File: src/rtl/uart_cmd_sequencer.sv
// UART "#<chan><mode>\n" command parser driving NUM_LED on/off/blink channels.
// Optional CMD_ECHO_EN adds a 'K'/'E' acknowledge byte on a valid/ready tx port.

// One LED channel. Mode encoding: 00 off, 01 on, 10 blink.
module uart_led_chan (
  input  logic       clk,
  input  logic       rst_n,
  input  logic       we,
  input  logic [1:0] wmode,
  input  logic       phase_nxt,
  output logic       led
);
  logic [1:0] mode_q, mode_d;
  logic       led_q, led_d;

  always_comb begin
    mode_d = we ? wmode : mode_q;
    // Driven from next-state values so a commit shows on leds one cycle after the LF.
    led_d  = mode_d[1] ? phase_nxt : mode_d[0];
  end

  always_ff @(posedge clk or negedge rst_n) begin
    if (!rst_n) begin
      mode_q <= 2'b00;
      led_q  <= 1'b0;
    end else begin
      mode_q <= mode_d;
      led_q  <= led_d;
    end
  end

  assign led = led_q;
endmodule

module uart_cmd_sequencer #(
  parameter int NUM_LED   = 4,
  parameter int BLINK_DIV = 6000000,
  parameter int TIMEOUT   = 1200000
) (
  input  logic               clk,
  input  logic               rst_n,
  input  logic [7:0]         data,
  input  logic               data_valid,
  output logic [NUM_LED-1:0] leds,
  output logic               frame_err,
  output logic [7:0]         err_cnt
`ifdef CMD_ECHO_EN
  ,
  output logic [7:0]         tx_data,
  output logic               tx_valid,
  input  logic               tx_ready
`endif
);
  localparam int CW = (NUM_LED > 1) ? $clog2(NUM_LED) : 1;
  localparam int BW = $clog2(BLINK_DIV);
  localparam int GW = $clog2(TIMEOUT);

  typedef enum logic [1:0] {S_IDLE, S_CHAN, S_MODE, S_TERM} state_t;

  state_t        state_q, state_d;
  logic [CW-1:0] chan_q, chan_d;
  logic [1:0]    mode_q, mode_d;
  logic [GW-1:0] gap_q, gap_d;
  logic [BW-1:0] bcnt_q, bcnt_d;
  logic          phase_q, phase_d;
  logic          ferr_q, ferr_d;
  logic [7:0]    ecnt_q, ecnt_d;
  logic          err, commit, dig_ok;

  assign dig_ok = (data >= 8'h30) && ((data - 8'h30) < 8'(NUM_LED));

  always_comb begin
    state_d = state_q;
    chan_d  = chan_q;
    mode_d  = mode_q;
    gap_d   = gap_q;
    err     = 1'b0;
    commit  = 1'b0;
    if (state_q != S_IDLE) gap_d = gap_q + 1'b1;
    if (data_valid) begin
      // An accepted byte always wins over a coincident timeout.
      gap_d = '0;
      case (state_q)
        S_IDLE: if (data == 8'h23) state_d = S_CHAN;
        S_CHAN: begin
          if (dig_ok) begin
            chan_d  = CW'(data - 8'h30);
            state_d = S_MODE;
          end else begin
            err     = 1'b1;
            state_d = S_IDLE;
          end
        end
        S_MODE: begin
          state_d = S_TERM;
          case (data)
            8'h4F:   mode_d = 2'b01;
            8'h46:   mode_d = 2'b00;
            8'h42:   mode_d = 2'b10;
            default: begin
              err     = 1'b1;
              state_d = S_IDLE;
            end
          endcase
        end
        S_TERM: begin
          if (data == 8'h0A) commit = 1'b1;
          else               err    = 1'b1;
          state_d = S_IDLE;
        end
        default: state_d = S_IDLE;
      endcase
    end else if (state_q != S_IDLE && gap_q == GW'(TIMEOUT - 2)) begin
      // Counter reaches TIMEOUT-1 on this edge: abandon the frame.
      err     = 1'b1;
      state_d = S_IDLE;
    end
    if (state_d == S_IDLE) gap_d = '0;

    ferr_d = err;
    ecnt_d = (err && ecnt_q != 8'hFF) ? ecnt_q + 8'd1 : ecnt_q;

    bcnt_d  = (bcnt_q == BW'(BLINK_DIV - 1)) ? '0 : bcnt_q + 1'b1;
    phase_d = (bcnt_q == BW'(BLINK_DIV - 1)) ? ~phase_q : phase_q;
  end

  always_ff @(posedge clk or negedge rst_n) begin
    if (!rst_n) begin
      state_q <= S_IDLE;
      chan_q  <= '0;
      mode_q  <= 2'b00;
      gap_q   <= '0;
      bcnt_q  <= '0;
      phase_q <= 1'b0;
      ferr_q  <= 1'b0;
      ecnt_q  <= 8'd0;
    end else begin
      state_q <= state_d;
      chan_q  <= chan_d;
      mode_q  <= mode_d;
      gap_q   <= gap_d;
      bcnt_q  <= bcnt_d;
      phase_q <= phase_d;
      ferr_q  <= ferr_d;
      ecnt_q  <= ecnt_d;
    end
  end

  for (genvar i = 0; i < NUM_LED; i++) begin : g_chan
    uart_led_chan u_chan (
      .clk       (clk),
      .rst_n     (rst_n),
      .we        (commit && (chan_q == CW'(i))),
      .wmode     (mode_q),
      .phase_nxt (phase_d),
      .led       (leds[i])
    );
  end

  assign frame_err = ferr_q;
  assign err_cnt   = ecnt_q;

`ifdef CMD_ECHO_EN
  logic [7:0] txd_q, txd_d;
  logic       txv_q, txv_d;

  always_comb begin
    txd_d = txd_q;
    txv_d = txv_q;
    if (txv_q && tx_ready) txv_d = 1'b0;
    // A slot freed by a handshake this cycle can take the new ack; otherwise it is dropped.
    if ((commit || err) && (!txv_q || tx_ready)) begin
      txv_d = 1'b1;
      txd_d = commit ? 8'h4B : 8'h45;
    end
  end

  always_ff @(posedge clk or negedge rst_n) begin
    if (!rst_n) begin
      txd_q <= 8'h00;
      txv_q <= 1'b0;
    end else begin
      txd_q <= txd_d;
      txv_q <= txv_d;
    end
  end

  assign tx_data  = txd_q;
  assign tx_valid = txv_q;
`endif
endmodule

File: config.mk
export PLATFORM = sky130hd
export DESIGN_NAME = uart_cmd_sequencer
export DESIGN_NICKNAME = d
export VERILOG_FILES = /design/src/rtl/uart_cmd_sequencer.sv
export SDC_FILE = /design/constraint.sdc
export NUM_CORES = 1
export LEC_CHECK = 0
export ABC_CLOCK_PERIOD_IN_PS = 2800
export CORE_MARGIN = 2
export CORE_UTILIZATION = 40
export CTS_BUF_LIST = sky130_fd_sc_hd__clkbuf_4 sky130_fd_sc_hd__clkbuf_8
export CTS_CLUSTER_SIZE = 24
export DETAILED_ROUTE_END_ITERATION = 8
export GPL_ROUTABILITY_DRIVEN = 0
export SYNTH_ARGS = -nofsm -noshare
export SYNTH_HDL_FRONTEND = slang
export SYNTH_SLANG_ARGS = --single-unit
File: constraint.sdc
create_clock -name clk -period 2.8 [get_ports clk]
set_input_delay 0.42 -clock clk [delete_from_list [all_inputs] [get_ports clk]]
set_output_delay 0.42 -clock clk [all_outputs]
set_load 0.03 [all_outputs]
Word-level counts from Yosys, hierarchy flattened
Cells that the tools add are included.
Storage, ports and cells
  output and inout bits: 13
  register bits after elaboration: 72
  word-level logic and storage cells: 82
  input port bits: 11
Cells by class
  reductions and logical operators: 16
  muxes and demuxes: 29
  bitwise logic cells: 1
  $lt $le $gt $ge: 2
  add/subtract/negate cells: 4
  equal/unequal tests: 14
Operators by type and width (number)
  two-way mux 21 bit: 3
  equality test 8 x 7 -> 1 bit, second input constant: 3
  adder 23 x 1 -> 23 bit, second input constant: 1
  equality test 23 bit, second input constant: 1
  two-way mux 23 bit: 1
  adder 21 x 1 -> 21 bit, second input constant: 1
  equality test 21 bit, second input constant: 1
  two-way mux 2 bit: 9
  two-way mux 1 bit: 13
  adder 8 x 1 -> 8 bit, second input constant: 1
  equality test 2 bit, second input constant: 4
  equality test 8 x 4 -> 1 bit, second input constant: 1
  equality test 8 x 6 -> 1 bit, second input constant: 1
  greater-or-equal comparator 8 x 6 -> 1 bit, second input constant: 1
  less-than comparator 8 x 3 -> 1 bit, second input constant: 1
  != test 8 bit, second input constant: 1
  case mux 2 bit (4 select lines): 1
  subtractor 8 x 6 -> 8 bit, second input constant: 1
  logical AND 1 bit: 7
  logical NOT 2 bit: 3
  case mux 2 bit (3 select lines): 1
  AND reduction 3 bit: 2
  nonzero test 3 bit: 2
  equality test 2 x 1 -> 1 bit, second input constant: 2
  4 further kinds: 4

Depth between registers and ports, before layout
Gate-level depths: netlist (run 1).
  depth in word-level cells: 8
  gate-level depth with buffers: 8

Cells and area by module
From an unflattened synthesis (run 1), not the netlist that was laid out.
Unflattened totals
  cells, all modules: 335
  area, all modules: 3589.7 sq um
By module, submodules not included
  uart_cmd_sequencer: area each 3069.2 sq um, instances 1, cells an instance 299
  uart_led_chan: area each 130.1 sq um, instances 4, cells an instance 9

Worst setup path before layout (run 1)
No wires, ideal clock.
  path kind: flip-flop to flip-flop
  start point: register gap_q[0]
  end point: register ecnt_q[7], in the netlist err_cnt[7]
  stages on the path, launching flop included: 9
  slack: 450 ps
  period minus slack after synthesis: 2350 ps
  arrival: 2223 ps
  setup time: 128 ps
  path buffers: 1
  path through: dfrtp_1 > inv_1 > ha_1 > nor4bb_1 > nand4_1 > or4b_1 > buf_4 > a2111oi_4 > mux2_1
On the way
  word-level cells in the longest chain between the ends: 5
Ends and longest elaborated chain
  from (decl): line 63  | logic [GW-1:0] gap_q, gap_d;
  from (signal assigned): line 141  | gap_q <= gap_d;
  equality test 21 bit: line 113  | end else if (state_q != S_IDLE && gap_q == GW'(TIMEOUT - 2)) begin
  logical AND 1 bit: line 113
  two-way mux 1 bit: line 113
  two-way mux 1 bit: line 80  | if (data_valid) begin
  logical AND 1 bit: line 121  | ecnt_d = (err && ecnt_q != 8'hFF) ? ecnt_q + 8'd1 : ecnt_q;
  to (signal assigned): line 145  | ecnt_q <= ecnt_d;
  to (decl): line 67  | logic [7:0] ecnt_q, ecnt_d;
No other way between the ends.
A chain may end at the register's enable or synchronous reset.

Final worst setup path (run 1)
Ends and elaborated chain as after synthesis.

==> key figures, run 1 <==
Critical path
  • Worst-path cell with the longest stage delay: or4b_4
  • Max FO, Critical Path: 8
  • Kind of cell with the highest combined delay on the critical path: simple AND/OR/NAND/NOR gates
  • Required @ worst endpoint: 3.03 ns
  • FF-to-FF End: err_cnt[7]$_DFFE_PN0P_
  • R2R Path Start: gap_q[0]$_DFFE_PN0P_
  • Stages on the worst setup path: 7
  • Setup Crit Path Kind: register to register
  • Arrival @ worst endpoint: 2.71 ns
  • Crit-path cells: inv_1, ha_1, nor4bb_1, nand4_1, or4b_4, a2111oi_4, mux2_1
  • Max incr delay on CP: 0.61 ns
  • Worst R2R Path Depth: 7
  • Critical Path Start Type: register
  • CP Capture Type: register
  • CP Buf/Inv Count: 1
  • R2R Setup Slk: 0.32 ns

Cells and area
  • Syn-to-layout area delta: 16.7%
  • Footprint of the multi-input gates: 1680 µm²
  • Final non-filler cell total: approximately 500
  • Nets@finish: ~400
  • Layout cells sized above 1: 12.3%
  • N_diodes: 0
  • Fin util: 47.8%
  • Sequential Area: 1800 µm²
  • Fill cells: 835

Synthesis
  • Yosys cell types: 46
  • Synth Cell Area: 3560 µm²
  • Post-synthesis register bit count: 72
  • Syn Nets: 363
  • Ys Warns: 0
  • Yosys top cell area share: about half
  • EDFF count, synth: 0
  • Fraction of registers with async set or reset after synthesis: 100%
  • Synthesized area per cell: about 10 µm²
  • Synth top area cells: dfrtp_1, xor2_1, nor2_1, xnor2_1, nand3_1
  • Sequential area share after synthesis: a little over 50%
  • Cell taking the most area after synthesis: dfrtp_1
  • Main synth FF type: dfrtp_1
  • Synthesized instance count: between 300 and 400

Flow run
  • Max-cap violations: 0

Die
  • Die area: 9660 µm²
  • Starting density of the core: about 40%
  • Die X: about 98 µm
  • Ports: 24
  • Die Ht: roughly 100 µm
  • Core Rows: 34
  • Core outline area: 8680 µm²

Run status
  • Status: completed

Clocking
  • H-tree levels: 3
  • Total CTS buffers: 9
  • Clock-pin slew on the worst setup and hold paths: around 0.08 ns
  • CTS Root Cell: clkbuf_8
  • CTS tree: yes
  • CTS Buffer Depth: 2
  • Setup Fix Bufs, Post-CTS: 0
  • Clk_lat worst skew: between 0.3 and 0.4 ns
  • Clock sinks: between 70 and 80

Detailed routing
  • Routed WL per cell: between 10 and 15 µm
  • Detailed Route Iter0 Violations: 83
  • Final wirelength: ~7 mm
  • # DRC: 0
  • Routed vias: approximately 2600
  • First drt pass iteration count: 4
  • Post-DRT Antenna Nets: 0
  • Via density: ~5.3

STA
  • Minimum clock period: approximately 2.5 ns
  • Final hold vios: 0
  • Slew @ Worst Pin: 0.626 ns
  • Final setup vio count: 0
  • Final period util: approximately nine tenths
  • Worst relative slew slack: a little under 60%
  • TNS Setup: 0 ns
  • FMAX: 404 MHz
  • Unrepaired setup endpoints after global routing: no
  • Slew Limit Fails: 0
  • Clock skew: a little over 0.01 ns

Placement
  • # placed instances: 481
  • PortBufs: 23
  • Detailed Place HPWL: 4.66 mm

Global routing
  • Global route overflow: 0
  • Number of global-route vias before repair: around 2700
  • First-pass GRT wire length: 12.4 mm
  • All-Layer GR Usage: 15.7%
  • Largest net degree at the start of global routing: 73
  • Initial antenna violation count: 0

Pwr
  • Power per cell area: 447 nW/µm²
  • Total leakage power: 1.78 nW
  • Maximum vdd ir drop: between 0.0003 and 0.0004 V

Min path
  • Hold Crit Class: input port to asynchronous set/reset pin
==> power by group <==
part           internal, mW  switching, mW
Sequential             1.04        0.00225
Combinational        0.0257         0.0384
Clock                 0.327          0.422
==> synthesized netlist by cell type, drive strengths merged (2+ instances only) <==
cell and n:
dfrtp 72, nor2 49, nand2 29, nand3 24, xor2 24, xnor2 15
nand4 14, mux2 12, o21ai 11, and3 9, clkbuf 7, nor3b 7
buf 5, nor3 5, nor4 5, o22ai 5, a21oi 4, and4 4
ha 4, inv 4, nor2b 4, a21boi 3, and2 3, nand4b 3
or2 3, a22o 2, nor4b 2, nor4bb 2, o32a 2, or4b 2
==> cell usage in the layout (no fill, tap or decap), types with 4 or more instances in the layout <==
| master | instances |
|---|---|
| mux2_2 | 10 |
| xor2_1 | 24 |
| nand4_1 | 14 |
| nor3b_1 | 7 |
| nor4_1 | 4 |
| o21ai_0 | 11 |
| nand3_1 | 24 |
| clkbuf_8 | 9 |
| and3_1 | 9 |
| a21oi_1 | 4 |
| clkdlybuf4s50_1 | 22 |
| xnor2_1 | 15 |
| nor2b_1 | 4 |
| dfrtp_1 | 72 |
| inv_1 | 4 |
| nand2_1 | 29 |
| o22ai_1 | 5 |
| nor2_1 | 49 |
| ha_1 | 4 |
| nor3_1 | 5 |
| and4_1 | 4 |
| buf_4 | 13 |
==> stage by stage <==
stage	hold slack (ns)	total power, mW	instance area, µm²	setup slack [ns]
finish	0.0741	1.86	4150	0.323
global route	0.112	1.94	4150	0.0782
CTS	0.0894	1.88	4150	0.182
detailed placement	0.467	1.13	3970	0.0785
global placement	0.465	1.13	3970	0.152
floorplan	0.124	1.08	3560	0.450
==> state kept, by name (all words and copies together) (netlist names) <==
signal	cells
bcnt_q	23
gap_q	21
err_cnt	8
g_chan.u_chan.mode_q	8
g_chan.u_chan.led	4
chan_q	2
mode_q	2
state_q	2
frame_err	1
phase_q	1
==> worst max path at each step <==
stage | from | to | slack, ns
global route | gap_q[0]$_DFFE_PN0P_ | err_cnt[7]$_DFFE_PN0P_ | 0.08
floorplan | gap_q[0]$_DFFE_PN0P_ | err_cnt[7]$_DFFE_PN0P_ | 0.45
finish | gap_q[0]$_DFFE_PN0P_ | err_cnt[7]$_DFFE_PN0P_ | 0.32
CTS | gap_q[0]$_DFFE_PN0P_ | err_cnt[7]$_DFFE_PN0P_ | 0.18
detailed placement | data[3] | err_cnt[5]$_DFFE_PN0P_ | 0.08
global placement | data[3] | err_cnt[5]$_DFFE_PN0P_ | 0.15
==> metal layers <==
layer	track usage (%)	wire length [µm]	vias up
met5	0	0	-
met4	3.69	47	0
met3	5.65	258	6
met2	24.6	3120	28
met1	20.8	3410	1297
li1	-	-	1312
==> cell type report <==
type / count / area share (%)
clock buffer: 9 / 2.98
timing repair buffer: 37 / 8.26
clock inverter: 7 / 1.30
tap: 108 / 3.25
sequential: 72 / 43.4
multi-input combinational: 260 / 40.4
inverter: 4 / 0.362
==> cell families (layout without fill, tap and decap cells) <==
logic type / Yosys count / count (layout) / synth area share [%]
simple gates: 169 / 169 / 24.9
flops: 72 / 72 / 50.7
xor+xnor: 39 / 39 / 9.61
compound gates: 36 / 36 / 7.39
buf+inv: 16 / 57 / 2.22
mux: 12 / 12 / 3.80
fa+ha+maj: 4 / 4 / 1.41
==> repair_timing <==
| action | CTS | global route |
|---|---|---|
| setup endpoints to repair | 0 | 1 |
| gates resized for setup | 0 | 1 |
| hold buffers | 0 | 0 |
==> worst reg2reg max path, stage by stage (launching register included) <==
cell	delay [ns]
dfrtp_1	0.42
inv_1	0.08
ha_1	0.13
nor4bb_1	0.28
nand4_1	0.17
or4b_4	0.61
a2111oi_4	0.32
mux2_1	0.34
Power figures use the tool's default switching activity.
==> run 2: changes to the inputs <==
--- a/config.mk
+++ b/config.mk
@@ -12,6 +12,7 @@
 export CTS_CLUSTER_SIZE = 24
 export DETAILED_ROUTE_END_ITERATION = 8
 export GPL_ROUTABILITY_DRIVEN = 0
+export SLEW_MARGIN = 20
 export SYNTH_ARGS = -nofsm -noshare
 export SYNTH_HDL_FRONTEND = slang
 export SYNTH_SLANG_ARGS = --single-unit
==> results of run 2 <==
Final layout, timing and power as in run 1 (identical DEF).
==> run 3: changes to the inputs <==
==> constraint.sdc (replaced) <==
create_clock -name clk -period 2.8 [get_ports clk]
set_input_delay 0.42 -clock clk [delete_from_list [all_inputs] [get_ports clk]]
set_output_delay 0.42 -clock clk [all_outputs]
set_load 0.005 [all_outputs]
==> results of run 3 <==
The final DEF is identical to that of run 1. Status: completed.
Among the figures that moved: total power 1.86 mW -> 1.85 mW
